### config.mk
export PLATFORM = sky130hd
export DESIGN_NAME = skew_symbol_buffer
export DESIGN_NICKNAME = d
export VERILOG_FILES = /design/src/rtl/skew_symbol_buffer.sv
export SDC_FILE = /design/constraint.sdc
export NUM_CORES = 1
export LEC_CHECK = 0
export ABC_AREA = 1
export CORE_ASPECT_RATIO = 0.7
export CORE_MARGIN = 8
export CORE_UTILIZATION = 50
export CTS_BUF_LIST = sky130_fd_sc_hd__clkbuf_4 sky130_fd_sc_hd__clkbuf_8
export CTS_CLUSTER_SIZE = 25
export DETAILED_ROUTE_END_ITERATION = 8
export PLACE_DENSITY = 0.77
export SYNTH_ARGS = -nofsm -noshare
export SYNTH_HDL_FRONTEND = slang
export SYNTH_SLANG_ARGS = --single-unit
### constraint.sdc
create_clock -name clk -period 0.8 [get_ports clk]
set_input_delay 0.16 -clock clk [delete_from_list [all_inputs] [get_ports clk]]
set_output_delay 0.16 -clock clk [all_outputs]
set_load 0.01 [all_outputs]
### src/rtl/skew_symbol_buffer.sv
// Skewed symbol buffer: lane k sees symbol k of a word k advancing cycles
// after lane 0, with valid/erase/sof riding along; out_stall freezes all.
//
// Ports:
//   clk, rst        clock, async active-low reset
//   in_data         LANES*SYM_W received word
//   in_erase        per-symbol erasure flags (post ordering)
//   in_sof          word is first of a frame
//   in_valid        input word qualifier
//   in_ready        = !out_stall
//   out_stall       downstream hold
//   out_sym         lane k symbol at [k*SYM_W +: SYM_W]
//   out_erase       lane k erasure flag
//   out_sof         lane k frame-start flag
//   out_valid       lane k real symbol (0 = bubble)
//   busy            any stage holds a valid symbol
module skew_symbol_buffer #(
  parameter int LANES     = 8,
  parameter int SYM_W     = 2,
  parameter int MSB_FIRST = 0
) (
  input  logic                   clk,
  input  logic                   rst,
  input  logic [LANES*SYM_W-1:0] in_data,
  input  logic [LANES-1:0]       in_erase,
  input  logic                   in_sof,
  input  logic                   in_valid,
  output logic                   in_ready,
  input  logic                   out_stall,
  output logic [LANES*SYM_W-1:0] out_sym,
  output logic [LANES-1:0]       out_erase,
  output logic [LANES-1:0]       out_sof,
  output logic [LANES-1:0]       out_valid,
  output logic                   busy
);

  // Stage entry layout: {sym, erase, sof, valid}
  localparam int EW = SYM_W + 3;

  logic             adv;
  logic [LANES-1:0] lane_busy;

  assign adv      = !out_stall;
  assign in_ready = adv;
  assign busy     = |lane_busy;

  for (genvar k = 0; k < LANES; k++) begin : g_lane
    logic [SYM_W-1:0] sym_in;
    logic [EW-1:0]    ent;
    // pipe_q[0..k-1] are the delay stages, pipe_q[k] the output register
    logic [EW-1:0]    pipe_q [0:k];
    logic [k:0]       vld;

    if (MSB_FIRST != 0) begin : g_msb
      assign sym_in =
        in_data[(LANES-1-k)*SYM_W +: SYM_W];
    end else begin : g_lsb
      assign sym_in = in_data[k*SYM_W +: SYM_W];
    end

    // A missing word enters as an all-zero bubble
    assign ent = in_valid
      ? {sym_in, in_erase[k], in_sof, 1'b1}
      : '0;

    always_ff @(posedge clk or negedge rst) begin
      if (!rst) begin
        for (int j = 0; j <= k; j++) begin
          pipe_q[j] <= '0;
        end
      end else if (adv) begin
        pipe_q[0] <= ent;
        for (int j = 1; j <= k; j++) begin
          pipe_q[j] <= pipe_q[j-1];
        end
      end
    end

    for (genvar j = 0; j <= k; j++) begin : g_vld
      assign vld[j] = pipe_q[j][0];
    end

    assign lane_busy[k] = |vld;

    assign out_sym[k*SYM_W +: SYM_W] =
      pipe_q[k][EW-1 -: SYM_W];
    assign out_erase[k] = pipe_q[k][2];
    assign out_sof[k]   = pipe_q[k][1];
    assign out_valid[k] = pipe_q[k][0];
  end

endmodule

**After elaboration in Yosys (flattened, before gate mapping)**

Cells that the tools add are included.

- Register bits after elaboration: 180
- Bits of input ports: 29
- Logic and storage cells: 46

- Muxes and demuxes: 8
- Reductions and logical operators: 2

Operator list:

| cell | count |
|---|---|
| $mux 5 | 8 |
| $reduce_or 36->1 | 1 |
| $logic_not 1->1 | 1 |

**Longest topological paths before layout**

Gate-level depths: netlist (run 1).

- Word-level depth: 1
- Mapped depth: 6

**Worst setup path before layout (run 1)**

OpenSTA, ideal clock, no wires.

- Kind: input to register
- Start: input in_valid
- End: register g_lane[1].pipe_q[7] (netlist name)
- Library setup time: 0.083 ns
- Arrival: 0.737 ns
- Required time: 0.717 ns
- Slack: -0.020 ns
- Cell stages on the path: 4
- Path through: buf_2 -> clkbuf_1 -> nand3_1 -> o21ai_0

- Cells in the longest elaborated chain, start to end: 1

RTL lines:

| element | RTL line | source |
|---|---|---|
| start: declaration | 27 | `input logic in_valid,` |
| $mux 5 | 63 | `? {sym_in, in_erase[k], in_sof, 1'b1}` |
| end signal: indexed assignment | 74 | `pipe_q[j] <= pipe_q[j-1];` |
| end: declaration | 51 | `logic [EW-1:0] pipe_q [0:k];` |

Every way passes these cells.
A chain may end at the register's enable or synchronous reset.

**Final worst setup path (run 1)**

- Start: register g_lane[0].pipe_q[0] (netlist name)
- End: output busy

- Cells in the longest elaborated chain, start to end: 1

RTL lines:

| element | RTL line | source |
|---|---|---|
| start: declaration | 51 |  |
| start signal: indexed assignment | 74 |  |
| $reduce_or 36->1 | 45 | `assign busy = \|lane_busy;` |
| end: declaration | 34 | `output logic busy` |

Every way passes these cells.

==> results of run 1 <==
worst max-delay path, cell delays in order, from the launching register on:
cell     delay [ps]
dfrtp_1         410
inv_2            70
nand2_1          60
nor2_1          100
nand2_1          60
buf_2           140
cell type report:
cell class | count | area (um^2) | area share (%)
timing repair buffer | 123 | 1180 | 18.5
clock buffer | 22 | 303 | 4.76
tap | 128 | 160 | 2.52
inverter | 52 | 208 | 3.26
clock inverter | 10 | 160 | 2.52
sequential | 124 | 3100 | 48.7
multi-input combinational | 285 | 1250 | 19.7
sequential cells by signal (all words and copies together) (netlist names):
signal	count
out_sof	3
out_sym	14
out_valid	3
out_erase	7
g_lane.pipe_q	97
per-stage QoR:
step                hold slack (ps)  util [%]  area (um^2)  std cells
floorplan                      -136         -         4970        528
global placement               7.17      59.2         5730        694
detailed placement             9.13      59.2         5730        694
CTS                            96.2      64.3         6220        738
global route                    117      65.7         6370        744
finish                          117      65.7         6370        744
worst paths after layout:
kind | start | endpoint | slack (ps) | depth (start not counted)
max | g_lane[0].pipe_q[0]$_DFFE_PN0N_ | busy | -620 | 5
min | rst | out_erase[6]$_DFFE_PN0N_ | 120 | 2
max reg2reg | out_valid[1]$_DFFE_PN0N_ | out_valid[1]$_DFFE_PN0N_ | -90 | 4
min reg2reg | g_lane[6].pipe_q[7]$_DFFE_PN0N_ | out_erase[6]$_DFFE_PN0N_ | 470 | 2
max in group asynchronous | rst | g_lane[4].pipe_q[13]$_DFFE_PN0N_ | 200 | 3
min in group clk | out_stall | g_lane[5].pipe_q[18]$_DFFE_PN0N_ | 190 | 4
power groups by stage:
stage	Sequential, mW	Combinational (mW)	Clock [mW]
floorplan	7.38	1.29	0
global placement	7.41	2.14	0
detailed placement	7.45	2.21	0
CTS	7.34	2.23	6.32
global route	7.45	2.69	6.65
finish	7.37	2.39	6.21
cells in the final DEF, fill, tap and decap left out:
cell	instances
nand2_1	154
dfrtp_1	124
o21ai_0	83
inv_1	45
buf_4	35
buf_6	31
clkdlybuf4s50_1	26
nand3_1	25
clkbuf_8	22
buf_2	21
nand2_2	10
o21ai_1	9
buf_12	8
inv_2	6
clkinvlp_4	4
bufinv_16	4
o21ai_2	2
clkinv_2	2
clkinv_8	1
nor2_2	1
nor2_1	1
bufbuf_16	1
dlygate4sd3_1	1
per-layer routing:
layer | part of all wire [%] | track usage [%] | routed length (um) | vias up
met3 | 6.7 | 5.99 | 686 | 9
met2 | 46 | 24.4 | 4760 | 87
met5 | 0 | 0 | 0 | -
met1 | 46 | 21.6 | 4720 | 1708
li1 | - | - | - | 1763
met4 | 0.78 | 4.85 | 80 | 0
cells by family after synthesis:
family          synth area share (%)
simple gates                    15.1
compound gates                  9.47
buf+inv                         13.0
flops                           62.4
repair_timing:
| item | 4_1_cts | 5_1_grt |
|---|---|---|
| hold buffers | 1 | 0 |
| endpoints found under the hold margin | 124 | 0 |
| gates cloned | 1 | 0 |
| pin swaps | 2 | 8 |
| setup endpoints to repair | 44 | 54 |
| resized for setup | 190 | 40 |
| setup buffers | 11 | 14 |
==> flow_summary.yaml, run 1 <==
run:
  maxCapViolCount: 0
detailed_routing:
  drc: 0
  final_antenna_net_count: 0
  drt-total-wl_mm: 10.2
  firstDrtPassIters: 4
  wire_per_inst_um: 13.8
  first_iter_violations: 298
  via_count: 3567
  vias_per_cell: 4.79
placed_design:
  pre_cts_slack_ps: -497
  place_congestion: 0.730
  io_buffers: 70
  hpwl_mm: 6.45
pwr:
  ir_drop_v: 0.00230
  p_int_mw: 12.0
  switchingPower_mw: 3.96
  powerDensity_nw_per_um2: 2510
  fin_total_pwr_mw: 16.0
  seqPwrFrac_pct: 46.2
  pwr-share-clk_pct: 38.9
  sw_frac_of_total_pct: 24.8
  p_leak_nw: 3.18
  pwr-share-comb_pct: 15.0
worst_setup_path:
  start_kind: "register"
  crit_path_max_fanout: 2
  critPathRequiredTime_ps: 640
  arrival_ps: 1260
  path_class: "reg -> out"
  cp-end-kind: "output port"
floorplan:
  die_w_um: 135
  initial_utilization_pct: 51.3
  rows: 30
  dieArea_um2: 13400
  core-area_um2: 9680
  ios: 71
  die_y_um: 99.4
synth:
  avgSynthCellArea_um2: 9.41
  synth_seq_cells: 124
  synth_edf_count: 0
  async_flop_share_pct: 100
  synthesis.area_um2: 4970
  post-synth-top-area-cell: "dfrtp_1"
  ys_top_cells_by_count: "nand2_1 (164), dfrtp_1 (124), o21ai_0 (94), inv_1 (51), buf_4 (45)"
  ys.warnings.count: 0
  syn_nets: 557
  ys.flop_type: "dfrtp_1"
  yosysMostFrequentCell: "nand2_1"
  yosysSeqAreaShare_pct: 62.4
  synthCells: 528
  ys_top_cells_by_area: "dfrtp_1 (62%), nand2_1 (12%), o21ai_0 (9.5%)"
  ys_types: 12
  yosysTopAreaCellShare_pct: 62.4
timing:
  tightestPinTransition_ps: 302
  rsz0062_at_grt: "yes"
  fmax_mhz: 705
  fin_setup_tns_ps: -14580
  setup_viol: 48
  fin_skew_ps: 6.10
  fin_crit_ps: 1420
  slew_violations: 0
  worst_slack_ps: -617
  slew_headroom_pct: 79.9
  hold_viol_final: 0
  min_period_over_period_pct: 177
global_routing:
  grt_usage_pct: 16.3
  grt_pass1_vias: 3664
  grt_pass1_wl_mm: 17.7
  antenna_found_initial: 0
  overflow: 0
  grt_max_degree: 44
status:
  status: "finished, violations left"
  violations: "negative setup slack"
cts:
  cts.sinks: 124
  clock_latency_ps: 420
  cts_tree: "built"
  cts_buffers: 17
  clk_path_buf_depth: 2
  htreeDepth: 4
  cts_root_buf: "clkbuf_8"
  clk_pin_slew_ps: 70
layout:
  drive_above_1_share_pct: 24.0
  n_antenna_cell: 0
  area_growth_pct: 28.1
  fill_cells: 772
  nNetsFinal: 632
hold_path:
  hold_path.class: "in -> async"
Power figures use the tool's default switching activity.
==> inputs of run 2 (changes only) <==
- CORE_MARGIN: 8 -> 2
==> run 2 against run 1 <==
  * The run still ends with negative setup slack left
  * Critical path type unchanged
  * Maximum frequency down 1.0%
  * First-iteration DRC count decreased by 17%
  * Sequential power about the same
  * Critical endpoint unchanged
==> flow_summary.yaml, run 2 (synthesized netlist as in run 1, its figures left out) <==
status:
  status: "finished, violations left"
  violations: "negative setup slack"
layout:
  area_growth_pct: 23.1
  final_cell_mix: "nand2_1 (151), dfrtp_1 (124), o21ai_0 (82)"
  top_register: "g_lane.pipe_q"
  mostFrequentLayoutCell: "nand2_1"
  nNetsFinal: 630
  fin_area_um2: 6120
  fill_cells: 802
  largest_reg_flops: 97
  n_antenna_cell: 0
  drive_above_1_share_pct: 23.9
  fin_util_pct: 63.2
  final_cells: 742
global_routing:
  grt_pass1_wl_mm: 15.8
  grt_usage_pct: 19.3
  antenna_found_initial: 0
  grt_pass1_vias: 3487
  overflow: 0
  grt_max_degree: 51
detailed_routing:
  highest_layer: "met4"
  drc: 0
  firstDrtPassIters: 7
  via_count: 3541
  final_antenna_net_count: 0
  first_iter_violations: 246
  drt-total-wl_mm: 9.57
  met2_length_mm: 4.48
  wl_met1_mm: 4.40
  wire_per_inst_um: 12.9
  wl_met3_um: 550
  vias_per_cell: 4.77
timing:
  min_period_over_period_pct: 179
  fmax_mhz: 698
  worst_slack_ps: -632
  rsz0062_at_grt: "yes"
  tightestPinTransition_ps: 453
  slew_violations: 0
  fin_setup_tns_ps: -14300
  slew_headroom_pct: 69.8
  fin_crit_ps: 1430
  setup_viol: 48
  fin_skew_ps: 10.8
  timing.hold.ws_ps: 116
  hold_viol_final: 0
worst_setup_path:
  arrival_ps: 1270
  rr_endpoint: "out_valid[2]$_DFFE_PN0N_"
  start_kind: "register"
  crit_path_max_fanout: 2
  max_stage_delay_ps: 420
  cp-end-kind: "output port"
  path_class: "reg -> out"
  crit_top_cell: "nand2_1"
  critPathRequiredTime_ps: 640
  cp_slowest_cell: "dfrtp_1"
  r2r_cells: 5
  rrSetupSlack_ps: -190
  path_cells: "inv_2 -> nand2_1 -> nor2_1 -> nand2_1 -> buf_2"
  r2r-start: "out_valid[2]$_DFFE_PN0N_"
pwr:
  p_leak_nw: 3.10
  powerDensity_nw_per_um2: 2370
  fin_total_pwr_mw: 14.5
  ir_drop_v: 0.00133
floorplan:
  initial_utilization_pct: 51.3
  die_y_um: 87.4
  dieArea_um2: 10800
  core-area_um2: 9680
  rows: 30
  die_w_um: 123
  ios: 71
cts:
  cts_tree: "built"
  clock_latency_ps: 430
  cts_root_buf: "clkbuf_8"
  cts_buffers: 17
  htreeDepth: 4
  clk_path_buf_depth: 2
  cts.sinks: 124
  clk_pin_slew_ps: 70
placed_design:
  pre_cts_slack_ps: -488
  dpl-instance-area_um2: 5640
  placedCellCount: 689
  io_buffers: 70
  hpwl_mm: 5.94
  place_congestion: 0.754
hold_path:
  hold_path.class: "in -> async"
run:
  maxCapViolCount: 0
[run 2: cell types whose count changed in the layout (fill, tap and decap cells not counted), moves of 4 or more]
cell	change
buf_2	+9
clkinv_2	+7
buf_6	-6
buf_12	-5
bufinv_16	-4
clkinvlp_4	-4
[run 2: worst max-delay path by stage]
stage	from	endpoint	slack, ps	cells after the start
final	g_lane[6].pipe_q[15]$_DFFE_PN0N_	busy	-630	5
after global routing	g_lane[6].pipe_q[15]$_DFFE_PN0N_	busy	-720	5
after CTS	g_lane[7].pipe_q[5]$_DFFE_PN0N_	busy	-610	5
after detailed placement	g_lane[0].pipe_q[0]$_DFFE_PN0N_	busy	-490	5
after global placement	g_lane[7].pipe_q[15]$_DFFE_PN0N_	busy	-460	5
after floorplan	in_valid	g_lane[1].pipe_q[7]$_DFFE_PN0N_	-20	4
[run 2: power by group]
| part | switching [mW] | internal [mW] |
|---|---|---|
| Combinational | 1.17 | 1.12 |
| Clock | 2.30 | 2.58 |
| Sequential | 0.356 | 7.00 |
| Total | 3.82 | 10.7 |
[run 2: critical path, delay by kind of cell, from the launching register on]
kind | cells | cell delay, ps
simple gates | 3 | 220
buf+inv | 2 | 200
flops | 1 | 420
[run 2: area by class of cell]
type | instances | area (um^2) | share of cell area (%)
Multi-Input combinational cell | 285 | 1260 | 20.7
Clock inverter | 8 | 40.0 | 0.655
Timing Repair Buffer | 121 | 1040 | 16.9
Inverter | 52 | 196 | 3.21
Tap cell | 128 | 160 | 2.62
Sequential cell | 124 | 3100 | 50.7
Clock buffer | 24 | 318 | 5.20
[run 2: repair_timing]
action	CTS	global route
gates cloned	0	0
setup endpoints to repair	44	58
pin swaps	7	9
hold buffers	1	0
endpoints found under the hold margin	124	0
gates resized for setup	190	39
setup buffers	16	16
[run 2: per-layer routing]
layer | up-vias | GRT usage, %
met5 | - | 0
met4 | 0 | 8.68
met3 | 13 | 5.82
met2 | 94 | 30.4
met1 | 1681 | 24.7
li1 | 1753 | -
